<file path="config.mk">
export PLATFORM = sky130hd
export DESIGN_NAME = tty_engine
export DESIGN_NICKNAME = d
export VERILOG_FILES = /design/src/rtl/tty_engine.sv
export SDC_FILE = /design/constraint.sdc
export NUM_CORES = 1
export LEC_CHECK = 0
export CAP_MARGIN = 40
export CORE_ASPECT_RATIO = 1.4
export CORE_MARGIN = 2
export CORE_UTILIZATION = 41
export CTS_BUF_LIST = sky130_fd_sc_hd__clkbuf_16
export CTS_CLUSTER_DIAMETER = 200
export DETAILED_ROUTE_END_ITERATION = 12
export PLACE_DENSITY = 0.71
export SYNTH_ARGS = -nofsm -noshare
export SYNTH_HDL_FRONTEND = slang
export SYNTH_SLANG_ARGS = --single-unit
</file>
<file path="constraint.sdc">
create_clock -name i_clk -period 6.9 [get_ports i_clk]
set_input_delay 1.035 -clock i_clk [delete_from_list [all_inputs] [get_ports i_clk]]
set_output_delay 1.035 -clock i_clk [all_outputs]
set_load 0.01 [all_outputs]
</file>
<file path="src/rtl/tty_engine.sv">
// tty_engine: byte-stream terminal controller.
// Decodes control codes, tracks the cursor and drives a single-port VRAM
// bus, with built-in scroll (copy rows up, blank last row) and clear engines.
module tty_engine #(
    parameter int          COLS     = 60,
    parameter int          ROWS     = 17,
    parameter int          COL_W    = 6,
    parameter int          ROW_W    = 5,
    parameter int          TAB      = 8,
    parameter logic [7:0]  FILL     = 8'h20,
    parameter logic [7:0]  ADDR_OFS = 8'h20
) (
    input  logic                   i_clk,
    input  logic                   i_rst,
    input  logic [7:0]             i_char,
    input  logic                   i_valid,
    output logic                   o_ready,
    input  logic                   i_autowrap,
    output logic [ROW_W+COL_W-1:0] o_vram_addr,
    output logic [7:0]             o_vram_din,
    input  logic [7:0]             i_vram_dout,
    output logic                   o_vram_ce,
    output logic                   o_vram_w,
    output logic [ROW_W-1:0]       o_cur_row,
    output logic [COL_W-1:0]       o_cur_col,
    output logic                   o_busy
);

    typedef enum logic [3:0] {
        IDLE,
        DECODE,
        WRITE,
        SCROLL_RD,
        SCROLL_WR,
        BLANK,
        CLEAR,
        WAIT_ROW,
        WAIT_COL
    } state_t;

    localparam logic [COL_W-1:0] LAST_COL = COL_W'(COLS - 1);
    localparam logic [ROW_W-1:0] LAST_ROW = ROW_W'(ROWS - 1);

    state_t           r_state;
    logic [7:0]       r_char;
    logic [ROW_W-1:0] r_row;
    logic [COL_W-1:0] r_col;
    logic [ROW_W-1:0] r_eng_row;
    logic [COL_W-1:0] r_eng_col;

    state_t           w_state_next;
    logic [7:0]       w_char_next;
    logic [ROW_W-1:0] w_row_next;
    logic [COL_W-1:0] w_col_next;
    logic [ROW_W-1:0] w_eng_row_next;
    logic [COL_W-1:0] w_eng_col_next;

    // Next tab stop, one bit wider so an overshoot past the grid is visible.
    logic [COL_W:0]   w_ht_sum;
    logic [COL_W:0]   w_ht_stop;
    // Coordinate byte with the addressing offset removed (8-bit wrap).
    logic [7:0]       w_coord;
    // Destination row of a scroll copy.
    logic [ROW_W-1:0] w_eng_row_m1;

    assign w_ht_sum     = {1'b0, r_col} + (COL_W+1)'(TAB);
    assign w_ht_stop    = w_ht_sum & ~((COL_W+1)'(TAB - 1));
    assign w_coord      = i_char - ADDR_OFS;
    assign w_eng_row_m1 = r_eng_row - ROW_W'(1);

    assign o_cur_row = r_row;
    assign o_cur_col = r_col;

    // State, latched byte, cursor and engine counters.
    always_ff @(posedge i_clk or posedge i_rst) begin
        if (i_rst) begin
            r_state   <= IDLE;
            r_char    <= '0;
            r_row     <= '0;
            r_col     <= '0;
            r_eng_row <= '0;
            r_eng_col <= '0;
        end else begin
            r_state   <= w_state_next;
            r_char    <= w_char_next;
            r_row     <= w_row_next;
            r_col     <= w_col_next;
            r_eng_row <= w_eng_row_next;
            r_eng_col <= w_eng_col_next;
        end
    end

    // Next-state, cursor/engine updates and VRAM bus drive.
    always_comb begin
        w_state_next   = r_state;
        w_char_next    = r_char;
        w_row_next     = r_row;
        w_col_next     = r_col;
        w_eng_row_next = r_eng_row;
        w_eng_col_next = r_eng_col;
        o_ready        = 1'b0;
        o_vram_ce      = 1'b0;
        o_vram_w       = 1'b0;
        o_vram_addr    = '0;
        o_vram_din     = '0;
        o_busy         = 1'b0;

        case (r_state)
            IDLE: begin
                o_ready = 1'b1;
                if (i_valid) begin
                    w_char_next  = i_char;
                    w_state_next = DECODE;
                end
            end

            DECODE: begin
                w_state_next = IDLE;
                case (r_char)
                    8'h00, 8'h07: ;
                    8'h08, 8'h7F: begin
                        if (r_col != '0) w_col_next = r_col - COL_W'(1);
                    end
                    8'h09: begin
                        if (w_ht_stop <= {1'b0, LAST_COL}) w_col_next = w_ht_stop[COL_W-1:0];
                    end
                    8'h0B: begin
                        if (r_row != '0) w_row_next = r_row - ROW_W'(1);
                    end
                    8'h0D: w_col_next = '0;
                    8'h0A: begin
                        if (r_row < LAST_ROW) begin
                            w_row_next = r_row + ROW_W'(1);
                        end else begin
                            w_state_next   = SCROLL_RD;
                            w_eng_row_next = ROW_W'(1);
                            w_eng_col_next = '0;
                        end
                    end
                    8'h0C: begin
                        w_row_next     = '0;
                        w_col_next     = '0;
                        w_eng_row_next = '0;
                        w_eng_col_next = '0;
                        w_state_next   = CLEAR;
                    end
                    8'h14: w_state_next = WAIT_ROW;
                    default: w_state_next = WRITE;
                endcase
            end

            WRITE: begin
                o_vram_ce    = 1'b1;
                o_vram_w     = 1'b1;
                o_vram_addr  = {r_row, r_col};
                o_vram_din   = r_char;
                w_state_next = IDLE;
                if (r_col < LAST_COL) begin
                    w_col_next = r_col + COL_W'(1);
                end else if (i_autowrap) begin
                    w_col_next = '0;
                    if (r_row < LAST_ROW) begin
                        w_row_next = r_row + ROW_W'(1);
                    end else begin
                        w_state_next   = SCROLL_RD;
                        w_eng_row_next = ROW_W'(1);
                        w_eng_col_next = '0;
                    end
                end
            end

            SCROLL_RD: begin
                o_busy       = 1'b1;
                o_vram_ce    = 1'b1;
                o_vram_addr  = {r_eng_row, r_eng_col};
                w_state_next = SCROLL_WR;
            end

            SCROLL_WR: begin
                o_busy      = 1'b1;
                o_vram_ce   = 1'b1;
                o_vram_w    = 1'b1;
                o_vram_addr = {w_eng_row_m1, r_eng_col};
                o_vram_din  = i_vram_dout;
                if (r_eng_col == LAST_COL) begin
                    w_eng_col_next = '0;
                    if (r_eng_row == LAST_ROW) begin
                        w_state_next = BLANK;
                    end else begin
                        w_eng_row_next = r_eng_row + ROW_W'(1);
                        w_state_next   = SCROLL_RD;
                    end
                end else begin
                    w_eng_col_next = r_eng_col + COL_W'(1);
                    w_state_next   = SCROLL_RD;
                end
            end

            BLANK: begin
                o_busy      = 1'b1;
                o_vram_ce   = 1'b1;
                o_vram_w    = 1'b1;
                o_vram_addr = {LAST_ROW, r_eng_col};
                o_vram_din  = FILL;
                if (r_eng_col == LAST_COL) begin
                    w_eng_col_next = '0;
                    w_state_next   = IDLE;
                end else begin
                    w_eng_col_next = r_eng_col + COL_W'(1);
                end
            end

            CLEAR: begin
                o_busy      = 1'b1;
                o_vram_ce   = 1'b1;
                o_vram_w    = 1'b1;
                o_vram_addr = {r_eng_row, r_eng_col};
                o_vram_din  = FILL;
                if (r_eng_col == LAST_COL) begin
                    w_eng_col_next = '0;
                    if (r_eng_row == LAST_ROW) begin
                        w_eng_row_next = '0;
                        w_state_next   = IDLE;
                    end else begin
                        w_eng_row_next = r_eng_row + ROW_W'(1);
                    end
                end else begin
                    w_eng_col_next = r_eng_col + COL_W'(1);
                end
            end

            WAIT_ROW: begin
                o_ready = 1'b1;
                if (i_valid) begin
                    if (w_coord > 8'(ROWS - 1)) w_row_next = LAST_ROW;
                    else                        w_row_next = ROW_W'(w_coord);
                    w_state_next = WAIT_COL;
                end
            end

            WAIT_COL: begin
                o_ready = 1'b1;
                if (i_valid) begin
                    if (w_coord > 8'(COLS - 1)) w_col_next = LAST_COL;
                    else                        w_col_next = COL_W'(w_coord);
                    w_state_next = IDLE;
                end
            end

            default: w_state_next = IDLE;
        endcase
    end

endmodule

</file>
==> results of run 1 <==
-- placed cells by master (no fill, tap or decap), drive strengths merged, types with 4 or more instances in the layout --
| master | synthesis | routed |
|---|---|---|
| o22ai | 5 | 5 |
| ha | 12 | 12 |
| nand3 | 11 | 11 |
| nor2b | 7 | 7 |
| o21ai | 35 | 35 |
| xor2 | 4 | 4 |
| nor4b | 6 | 6 |
| and3 | 7 | 7 |
| nor4 | 6 | 6 |
| dfrtp | 34 | 34 |
| a31oi | 4 | 4 |
| o221ai | 5 | 5 |
| inv | 19 | 19 |
| nor3 | 17 | 17 |
| nand2b | 10 | 10 |
| nand2 | 35 | 35 |
| clkbuf | 19 | 5 |
| nand4 | 5 | 5 |
| mux2 | 7 | 7 |
| clkdlybuf4s50 | 0 | 53 |
| xnor2 | 7 | 7 |
| a21oi | 22 | 22 |
| nor2 | 34 | 34 |
| buf | 6 | 5 |
| o211ai | 4 | 4 |
| a22o | 12 | 12 |
| mux2i | 4 | 4 |
| a22oi | 7 | 7 |
-- routing by layer --
layer  share of wire (%)  wire [um]
met1                  42       4050
met2                  51       4930
met3                 4.2        399
met4                 2.2        206
met5                   0          0
-- flip-flops by register name, indices dropped and copies added, names as in the netlist --
signal / count
o_cur_row: 5
r_state: 4
o_cur_col: 6
r_char: 8
r_eng_col: 6
r_eng_row: 5
-- worst max-delay path by stage --
stage / to / slack [ps]
floorplan: o_vram_addr[2] / 4070
detailed placement: o_vram_addr[2] / 3220
finish: o_vram_addr[7] / 3030
global placement: o_vram_addr[2] / 3310
global route: o_vram_addr[7] / 2890
CTS: o_vram_addr[2] / 2930
-- layout make-up --
| type | instances | area, um2 |
|---|---|---|
| tap | 100 | 125 |
| sequential | 34 | 851 |
| multi-input combinational | 327 | 2190 |
| clock buffer | 5 | 125 |
| clock inverter | 3 | 40.0 |
| timing repair buffer | 58 | 563 |
| fill | 760 | 3740 |
| inverter | 19 | 71.3 |
-- critical path: cells and delay by family, from the launching register on --
family,cells,cell delay [ps]
compound gates,1,300
flops,1,800
buf+inv,1,580
simple gates,1,870
-- metrics by stage --
step,hold WS [ps],utilization (%),std cells,cell area (um2),worst slack [ps]
finish,594,51.5,546,3970,3030
global route,623,51.5,546,3970,2890
CTS,580,51.4,545,3960,2930
detailed placement,566,49.3,537,3790,3220
global placement,560,49.2,536,3790,3310
floorplan,510,-,405,3220,4070
-- report_power, final --
group | switching (mW) | internal (mW) | total, mW
sequential | 0.225 | 0.274 | 0.499
clock | 0.0893 | 0.169 | 0.258
combinational | 0.529 | 0.499 | 1.03
total | 0.843 | 0.942 | 1.78
-- cells by family (layout without fill, tap and decap cells) --
family          count (synthesis)  in the layout  share of synthesized area, %
buf+inv                        44             85                          5.86
flops                          34             34                          26.4
simple gates                  159            159                          27.5
xor+xnor                       11             11                          2.99
mux                            11             11                          3.69
compound gates                134            134                          28.9
fa+ha+maj                      12             12                          4.66
==> metrics.txt, run 1 <==
worst hold path class flop to flop; total inserted antenna cells 0; time the final worst path needs with I/O delays and setup ~3900 ps; GRT Util Overall between 20 and 25%; post-detailed-routing wire length approximately 9600 um; cts repair resizes 0; kind of launch point of the worst setup path flop; Max H-tree Level 2; Synth Area per Inst 7.96 um2; CTS tree built; sink of the worst hold path o_cur_row[1]; Die Span X about 79 um; Vias/cell 6.15; number of global-route vias before repair between 3000 and 4000; top cell type's share of synthesized area between 20% and 30%; CTS sink count 34; maximum clock path buffer count 2; worst-margin pin slew 833 ps; GR Layer Usage met1 between 20% and 30%; count of hold buffers inserted by post-cts repair 0; starting utilization of the core area approximately two fifths; period utilization 56.1%; max-cap check violation count 0; clock slew seen by the registers of the worst setup and hold paths approximately 60 ps; ranking of synthesized cells by instance count sky130_fd_sc_hd__nand2_1 (35), sky130_fd_sc_hd__dfrtp_1 (34), sky130_fd_sc_hd__nor2_1 (34); 1st-iter DRT viols 330; total overflow reported by the global router 0; number of distinct library cell variants in the gate-level netlist after synthesis 71; endpoint required time on the critical path slightly below 6000 ps; count of final hold-check violations 0; Chip Height ~110 um; Primary FF master, synth sky130_fd_sc_hd__dfrtp_1; post-synthesis instance area roughly 0.0032 mm2; Worst Clk Skew 4.16 ps; first-pass GRT wire length 15700 um; Mapped Cells 405; via count between 3000 and 4000; Design Power ~1.8 mW; site row count 38; final-layout setup total negative slack 0 ps; layer carrying the most global-route usage met2; unrepaired setup endpoints after global routing false; relative slew slack between 40% and 50%; critical path, cell by cell or4b_2 > o221ai_1 > clkdlybuf4s50_1; worst hold stages 1; Max IR drop VDD 173 uV; Final GP Congestion ~0.9; static leakage power around 1.6 nW; buffers inserted during post-CTS setup optimization 0; layout overhead on the synthesized area 23.0%; Worst Path Max Fanout 25; number of flops mapped to enable cells by yosys 0; count of antenna-violating nets left after detailed routing 0; result of the run finished, final reports clean; Seq/Total Area, Yosys a little over a quarter; total I/O pin count 54; critical path capture point type output pin; largest cells by area after synthesis sky130_fd_sc_hd__dfrtp_1 (26%), sky130_fd_sc_hd__o21ai_0 (5.1%), sky130_fd_sc_hd__ha_1 (4.7%); met3 capacity usage during global routing 2.57%; number of synthesized register bits 34; DRC violation count after routing 0; reg2reg start r_char[5]; number of failing setup endpoints in the final timing report 0; crit path from r_state[1]; Achievable Freq 258 MHz; Clock Latency Late Sink 280 ps; final layout net count 477; leading cell type by number of instances after synthesis sky130_fd_sc_hd__nand2_1; grt met2 use between 40 and 50%; maximum number of pins on one net before global-route repair 35; HPWL after detailed placement approximately 7100 um; synthesized netlist net count ~440; cell chosen for the clock root sky130_fd_sc_hd__clkbuf_16; Largest stage delay, worst path 870 ps; depth of the worst register-to-register path 6; asr flop ratio synth 100%; critical path's slowest cell sky130_fd_sc_hd__or4b_2; port buffer count 53; largest area contributor in the netlist sky130_fd_sc_hd__dfrtp_1; source of the worst hold timing path o_cur_row[1]; fraction of layout instances using a drive strength above 1 7.17%; number of clock buffers inserted by TritonCTS 5; critical register-to-register path endpoint r_eng_row[3]; Worst EP arrival roughly 2800 ps; count of TritonRoute iterations in the first routing pass 5; number of max-slew violations in the final report 0; Core Box Area 0.00770 mm2; power density of the placed cells roughly 450 mW/mm2; routed wire length per instance roughly 18 um; DIE AREA 0.00860 mm2; total of warnings raised by yosys 0; initial antenna violation count 0; Reg2Reg Setup Slack around 4000 ps; Worst Path Class, Setup flop to output pin
Note: power is estimated with default switching activity, not from simulation.
==> run 2, diff against run 1 <==
PLACE_DENSITY = 0.74   (was 0.71)
clock period = 3.2 ns   (was 6.9 ns; I/O delays follow)
==> metrics.txt, run 2 (same netlist as run 1, synthesis figures left out) <==
result of the run finished, final reports clean (unchanged); Worst Path Max Fanout 13 (was 25); Design Power 3.83 mW (was 1.78 mW); worst-margin pin slew 1020 ps (was 833 ps); most used cells in the layout excluding fill and tap cells sky130_fd_sc_hd__clkdlybuf4s50_1 (53), sky130_fd_sc_hd__nand2_1 (35), sky130_fd_sc_hd__nor2_1 (34), sky130_fd_sc_hd__dfrtp_1 (34), sky130_fd_sc_hd__o21ai_0 (33) (unchanged); Worst Path Class, Setup flop to output pin (unchanged); depth of the worst register-to-register path 7 (was 6); Clock Latency Late Sink 280 ps (about the same); total inserted antenna cells 0 (unchanged); period utilization 92.5%; relative slew slack 30.8% (was 43.7%); DIE AREA 0.00860 mm2 (unchanged); Reg2Reg Setup Slack 420 ps (was 4020 ps); post-detailed-routing wire length 9840 um (was 9580 um); initial antenna violation count 0 (unchanged); max-cap check violation count 0 (unchanged); buffers inserted during post-CTS setup optimization 0 (unchanged); Chip Height 109 um (unchanged); Worst Clk Skew 5.96 ps (was 4.16 ps); number of failing setup endpoints in the final timing report 0 (unchanged); HPWL after detailed placement 7300 um (was 7070 um); cts repair resizes 0 (unchanged); port buffer count 53 (unchanged); unrepaired setup endpoints after global routing false (unchanged); Max H-tree Level 2 (unchanged); 1st-iter DRT viols 349 (was 330); kind of launch point of the worst setup path flop (unchanged); starting utilization of the core area 41.8% (unchanged); worst hold slack 574 ps (was 594 ps); critical register-to-register path endpoint o_cur_row[4] (was r_eng_row[3]); cell chosen for the clock root sky130_fd_sc_hd__clkbuf_16 (unchanged); clock slew seen by the registers of the worst setup and hold paths 60 ps (about the same); Filler cells 740 (was 760); number of clock buffers inserted by TritonCTS 5 (unchanged); Largest Register r_char (unchanged); number of global-route vias before repair 3277 (was 3211); GRT Util Overall 23.3% (was 22.9%); total I/O pin count 54 (unchanged); static leakage power 1.58 nW (was 1.55 nW); final-layout setup total negative slack 0 ps (unchanged); most common cell after layout, fill and taps aside sky130_fd_sc_hd__clkdlybuf4s50_1 (unchanged); Worst EP arrival 2480 ps (was 2840 ps); Final GP Congestion 0.925 (was 0.918); worst hold path class flop to flop (unchanged); count of TritonRoute iterations in the first routing pass 7 (was 5); number of max-slew violations in the final report 0 (unchanged); routed wire length per instance 17.8 um (was 17.5 um); critical path capture point type output pin (unchanged); maximum clock path buffer count 2 (unchanged); max reg flops 8 (unchanged); power density of the placed cells 961 mW/mm2 (was 450 mW/mm2); area of all placed cells without fillers 0.00399 mm2 (was 0.00397 mm2); DRC violation count after routing 0 (unchanged); time the final worst path needs with I/O delays and setup ~3000 ps; reg2reg start o_cur_row[0] (was r_char[5]); CTS sink count 34 (unchanged); count of final hold-check violations 0 (unchanged); Achievable Freq about 340 MHz; final layout net count 484 (was 477); count of hold buffers inserted by post-cts repair 0 (unchanged); Vias/cell 6.34 (was 6.15); placed standard-cell area 0.00386 mm2 (was 0.00379 mm2); crit path from r_state[0] (was r_state[1]); Die Span X 78.9 um (unchanged); fraction of layout instances using a drive strength above 1 8.41% (was 7.17%); CTS tree built (unchanged); Core Box Area 0.00770 mm2 (unchanged); total overflow reported by the global router 0 (unchanged); Max IR drop VDD 323 uV (was 173 uV); count of antenna-violating nets left after detailed routing 0 (unchanged); first-pass GRT wire length 16000 um (was 15700 um); layout overhead on the synthesized area 23.9% (was 23.0%); site row count 38 (unchanged); Critical path destination o_vram_addr[7] (unchanged); via count 3497 (was 3357); final core occ 51.8% (was 51.5%); maximum number of pins on one net before global-route repair 25 (was 35); endpoint required time on the critical path 2720 ps (was 5860 ps)
-- run 2: through the flow --
| step | worst slack [ps] | instances |
|---|---|---|
| after floorplan | 871 | 405 |
| after global placement | 557 | 545 |
| after detailed placement | 508 | 545 |
| after CTS | 241 | 552 |
| after global routing | 146 | 552 |
| final | 240 | 552 |
-- run 2: worst min-delay path by stage --
stage	startpoint	endpoint	slack, ps	cells past startpoint
after floorplan	r_char[5]	r_char[5]	510	2
after global placement	r_char[7]	r_char[7]	550	1
after detailed placement	r_eng_col[0]	r_eng_col[0]	560	1
after CTS	r_eng_col[0]	r_eng_col[0]	580	1
after global routing	r_eng_col[0]	r_eng_col[0]	600	1
final	r_eng_col[0]	r_eng_col[0]	570	1
-- run 2: cell type report --
cell class,instances,area [um2],area share (%)
tap,100,125,3.13
sequential,34,851,21.3
clock buffer,5,125,3.13
multi-input combinational,327,2190,54.8
clock inverter,2,10.0,0.251
timing repair buffer,65,621,15.5
inverter,19,71.3,1.79
-- run 2: report_power, final --
| group | internal [mW] | switching, mW |
|---|---|---|
| Combinational | 1.12 | 1.30 |
| Clock | 0.281 | 0.187 |
| Sequential | 0.594 | 0.354 |
| Total | 2.00 | 1.84 |
-- run 2: metal layers --
layer	global-route usage, %	wire length, um
met1	28.6	4000
met2	40.5	4990
met3	2.90	582
met4	10.7	273
met5	0	0
-- run 2: worst max-delay path: stages, from the launching register on --
cell	delay, ps
sky130_fd_sc_hd__dfrtp_1	470
sky130_fd_sc_hd__or4b_2	880
sky130_fd_sc_hd__o221ai_1	270
sky130_fd_sc_hd__clkdlybuf4s50_1	580
==> run 3, diff against run 2 <==
GPL_TIMING_DRIVEN = 0   (was default)
MAX_ROUTING_LAYER = met4   (was default)
==> metrics.txt, run 3 (same netlist as run 1, synthesis figures left out) <==
result of the run finished, final reports clean (unchanged); Worst EP arrival 2630 ps (was 2480 ps); area of all placed cells without fillers 0.00404 mm2 (was 0.00399 mm2); Design Power 3.92 mW (was 3.83 mW); endpoint required time on the critical path 2720 ps (about the same); DRC violation count after routing 0 (unchanged); cell chosen for the clock root sky130_fd_sc_hd__clkbuf_16 (unchanged); buffering stage count on the worst path with inverters included 2 (was 1); CTS sink count 34 (unchanged); DIE AREA 0.00860 mm2 (unchanged); final core occ 52.5% (was 51.8%); clock slew seen by the registers of the worst setup and hold paths 50 ps (was 60 ps); Achievable Freq 321 MHz (was 338 MHz); max-cap check violation count 0 (unchanged); most common cell after layout, fill and taps aside sky130_fd_sc_hd__clkdlybuf4s50_1 (unchanged); 1st-iter DRT viols 290 (was 349); initial antenna violation count 0 (unchanged); amount of wire on met2 after detailed routing 5000 um (was 4990 um); port buffer count 53 (unchanged); static leakage power 1.59 nW (was 1.58 nW); unrepaired setup endpoints after global routing false (unchanged); dominant delay contributor by cell family on the critical path simple AND/OR/NAND/NOR gates (unchanged); Clock Latency Late Sink 280 ps (about the same); Final GP Congestion 0.987 (was 0.925); time the final worst path needs with I/O delays and setup 3110 ps (was 2960 ps); Net Sw Frac 48.1% (was 48.0%); layout overhead on the synthesized area 25.4% (was 23.9%); total inserted antenna cells 0 (unchanged); HPWL after detailed placement 7730 um (was 7300 um); site row count 38 (unchanged); Largest stage delay, worst path 900 ps (was 880 ps); kind of launch point of the worst setup path flop (unchanged); first-pass GRT wire length 16700 um (was 16000 um); worst hold path class flop to flop (unchanged); post-detailed-routing wire length 10200 um (was 9840 um); period utilization 97.2% (was 92.5%); routed wire length per instance 18.0 um (was 17.8 um); total overflow reported by the global router 0 (unchanged); max reg flops 8 (unchanged); number of failing setup endpoints in the final timing report 0 (unchanged); post-route insts no fill 567 (was 552); CTS tree built (unchanged); uppermost layer routed met4 (unchanged); Max IR drop VDD 365 uV (was 323 uV); final-layout setup total negative slack 0 ps (unchanged); Die Span X 78.9 um (unchanged); power density of the placed cells 970 mW/mm2 (was 961 mW/mm2); sequential share of power 20.8% (was 24.7%); Worst Path Class, Setup flop to output pin (unchanged); critical path, cell by cell clkbuf_1 > or4b_2 > o221ai_1 > clkdlybuf4s50_1 (was or4b_2 > o221ai_1 > clkdlybuf4s50_1); total I/O pin count 54 (unchanged); count of TritonRoute iterations in the first routing pass 7 (unchanged); Chip Height 109 um (unchanged); placed standard-cell area 0.00389 mm2 (was 0.00386 mm2); GRT Util Overall 25.2% (was 23.3%); total net switching power 1.89 mW (was 1.84 mW); Reg2Reg Setup Slack 320 ps (was 420 ps); number of global-route vias before repair 3385 (was 3277); worst hold slack 588 ps (was 574 ps); most used cells in the layout excluding fill and tap cells sky130_fd_sc_hd__clkdlybuf4s50_1 (53), sky130_fd_sc_hd__nand2_1 (35), sky130_fd_sc_hd__dfrtp_1 (34) (was sky130_fd_sc_hd__clkdlybuf4s50_1 (53), sky130_fd_sc_hd__nand2_1 (35), sky130_fd_sc_hd__nor2_1 (34), sky130_fd_sc_hd__dfrtp_1 (34), sky130_fd_sc_hd__o21ai_0 (33)); maximum clock path buffer count 2 (unchanged); Worst Path Max Fanout 13 (unchanged); count of final hold-check violations 0 (unchanged); portion of total power attributed to combinational logic 67.4% (was 63.1%); post-route worst setup slack 89.2 ps (was 240 ps); DP Cell Count 561 (was 545); final layout net count 498 (was 484); count of antenna-violating nets left after detailed routing 0 (unchanged); number of max-slew violations in the final report 0 (unchanged); relative slew slack 45.2% (was 30.8%); worst-margin pin slew 810 ps (was 1020 ps); Vias/cell 6.17 (was 6.34); Max H-tree Level 2 (unchanged); met3 routed WL 585 um (was 582 um); maximum number of pins on one net before global-route repair 35 (was 25); cell internal pwr 2.03 mW (was 2.00 mW); relative contribution of the clock network to total power 11.8% (was 12.2%); number of clock buffers inserted by TritonCTS 5 (unchanged); wl on met1 4180 um (was 4000 um); buffers inserted during post-CTS setup optimization 0 (unchanged); fraction of layout instances using a drive strength above 1 8.57% (was 8.41%); Core Box Area 0.00770 mm2 (unchanged); Largest Register r_char (unchanged); critical path capture point type output pin (unchanged); starting utilization of the core area 41.8% (unchanged); critical path's slowest cell sky130_fd_sc_hd__or4b_2 (unchanged); via count 3501 (was 3497); Worst Clk Skew 5.67 ps (was 5.96 ps); setup slack after placement -35.3 ps (was 508 ps)
## run 3: layer usage
metal / GRT usage (%) / vias up
met4: 12.7 / 0
met2: 43.2 / 146
met5: - / -
li1: - / 1663
met3: 3.15 / 32
met1: 28.9 / 1660
## run 3: repair_timing
action | 4_1_cts | 5_1_grt
endpoints found under the setup margin | 17 | 15
gates resized for setup | 4 | 7
pin swaps | 0 | 0
cloned | 0 | 0
hold buffers | 0 | 0
## run 3: layout make-up
| cell class | instances | area (um2) |
|---|---|---|
| clock inverters | 3 | 11.3 |
| clock buffers | 5 | 125 |
| multi-input cells | 327 | 2200 |
| well taps | 100 | 125 |
| repair buffers | 56 | 546 |
| flip-flops and latches | 34 | 851 |
| fillers | 745 | 3660 |
| plain buffers | 23 | 116 |
| inverters | 19 | 71.3 |
## run 3: path summary, 6_finish.rpt
check                              from        endpoint  depth (start not counted)
setup / recovery             r_state[0]  o_vram_addr[6]                          4
hold / removal             r_eng_col[0]    r_eng_col[0]                          1
setup reg to reg             r_state[0]    o_cur_col[2]                          9
hold reg to reg            r_eng_col[0]    r_eng_col[0]                          1
max in group asynchronous         i_rst    r_eng_col[2]                          2
min in group asynchronous         i_rst    o_cur_row[0]                          2
## run 3: power by group through the flow
stage / clock, mW / combinational (mW) / sequential (mW)
floorplan: 0 / 1.72 / 0.796
global placement: 0 / 2.54 / 0.811
detailed placement: 0 / 2.60 / 0.817
CTS: 0.475 / 2.61 / 0.811
global route: 0.490 / 2.89 / 0.850
finish: 0.465 / 2.64 / 0.815
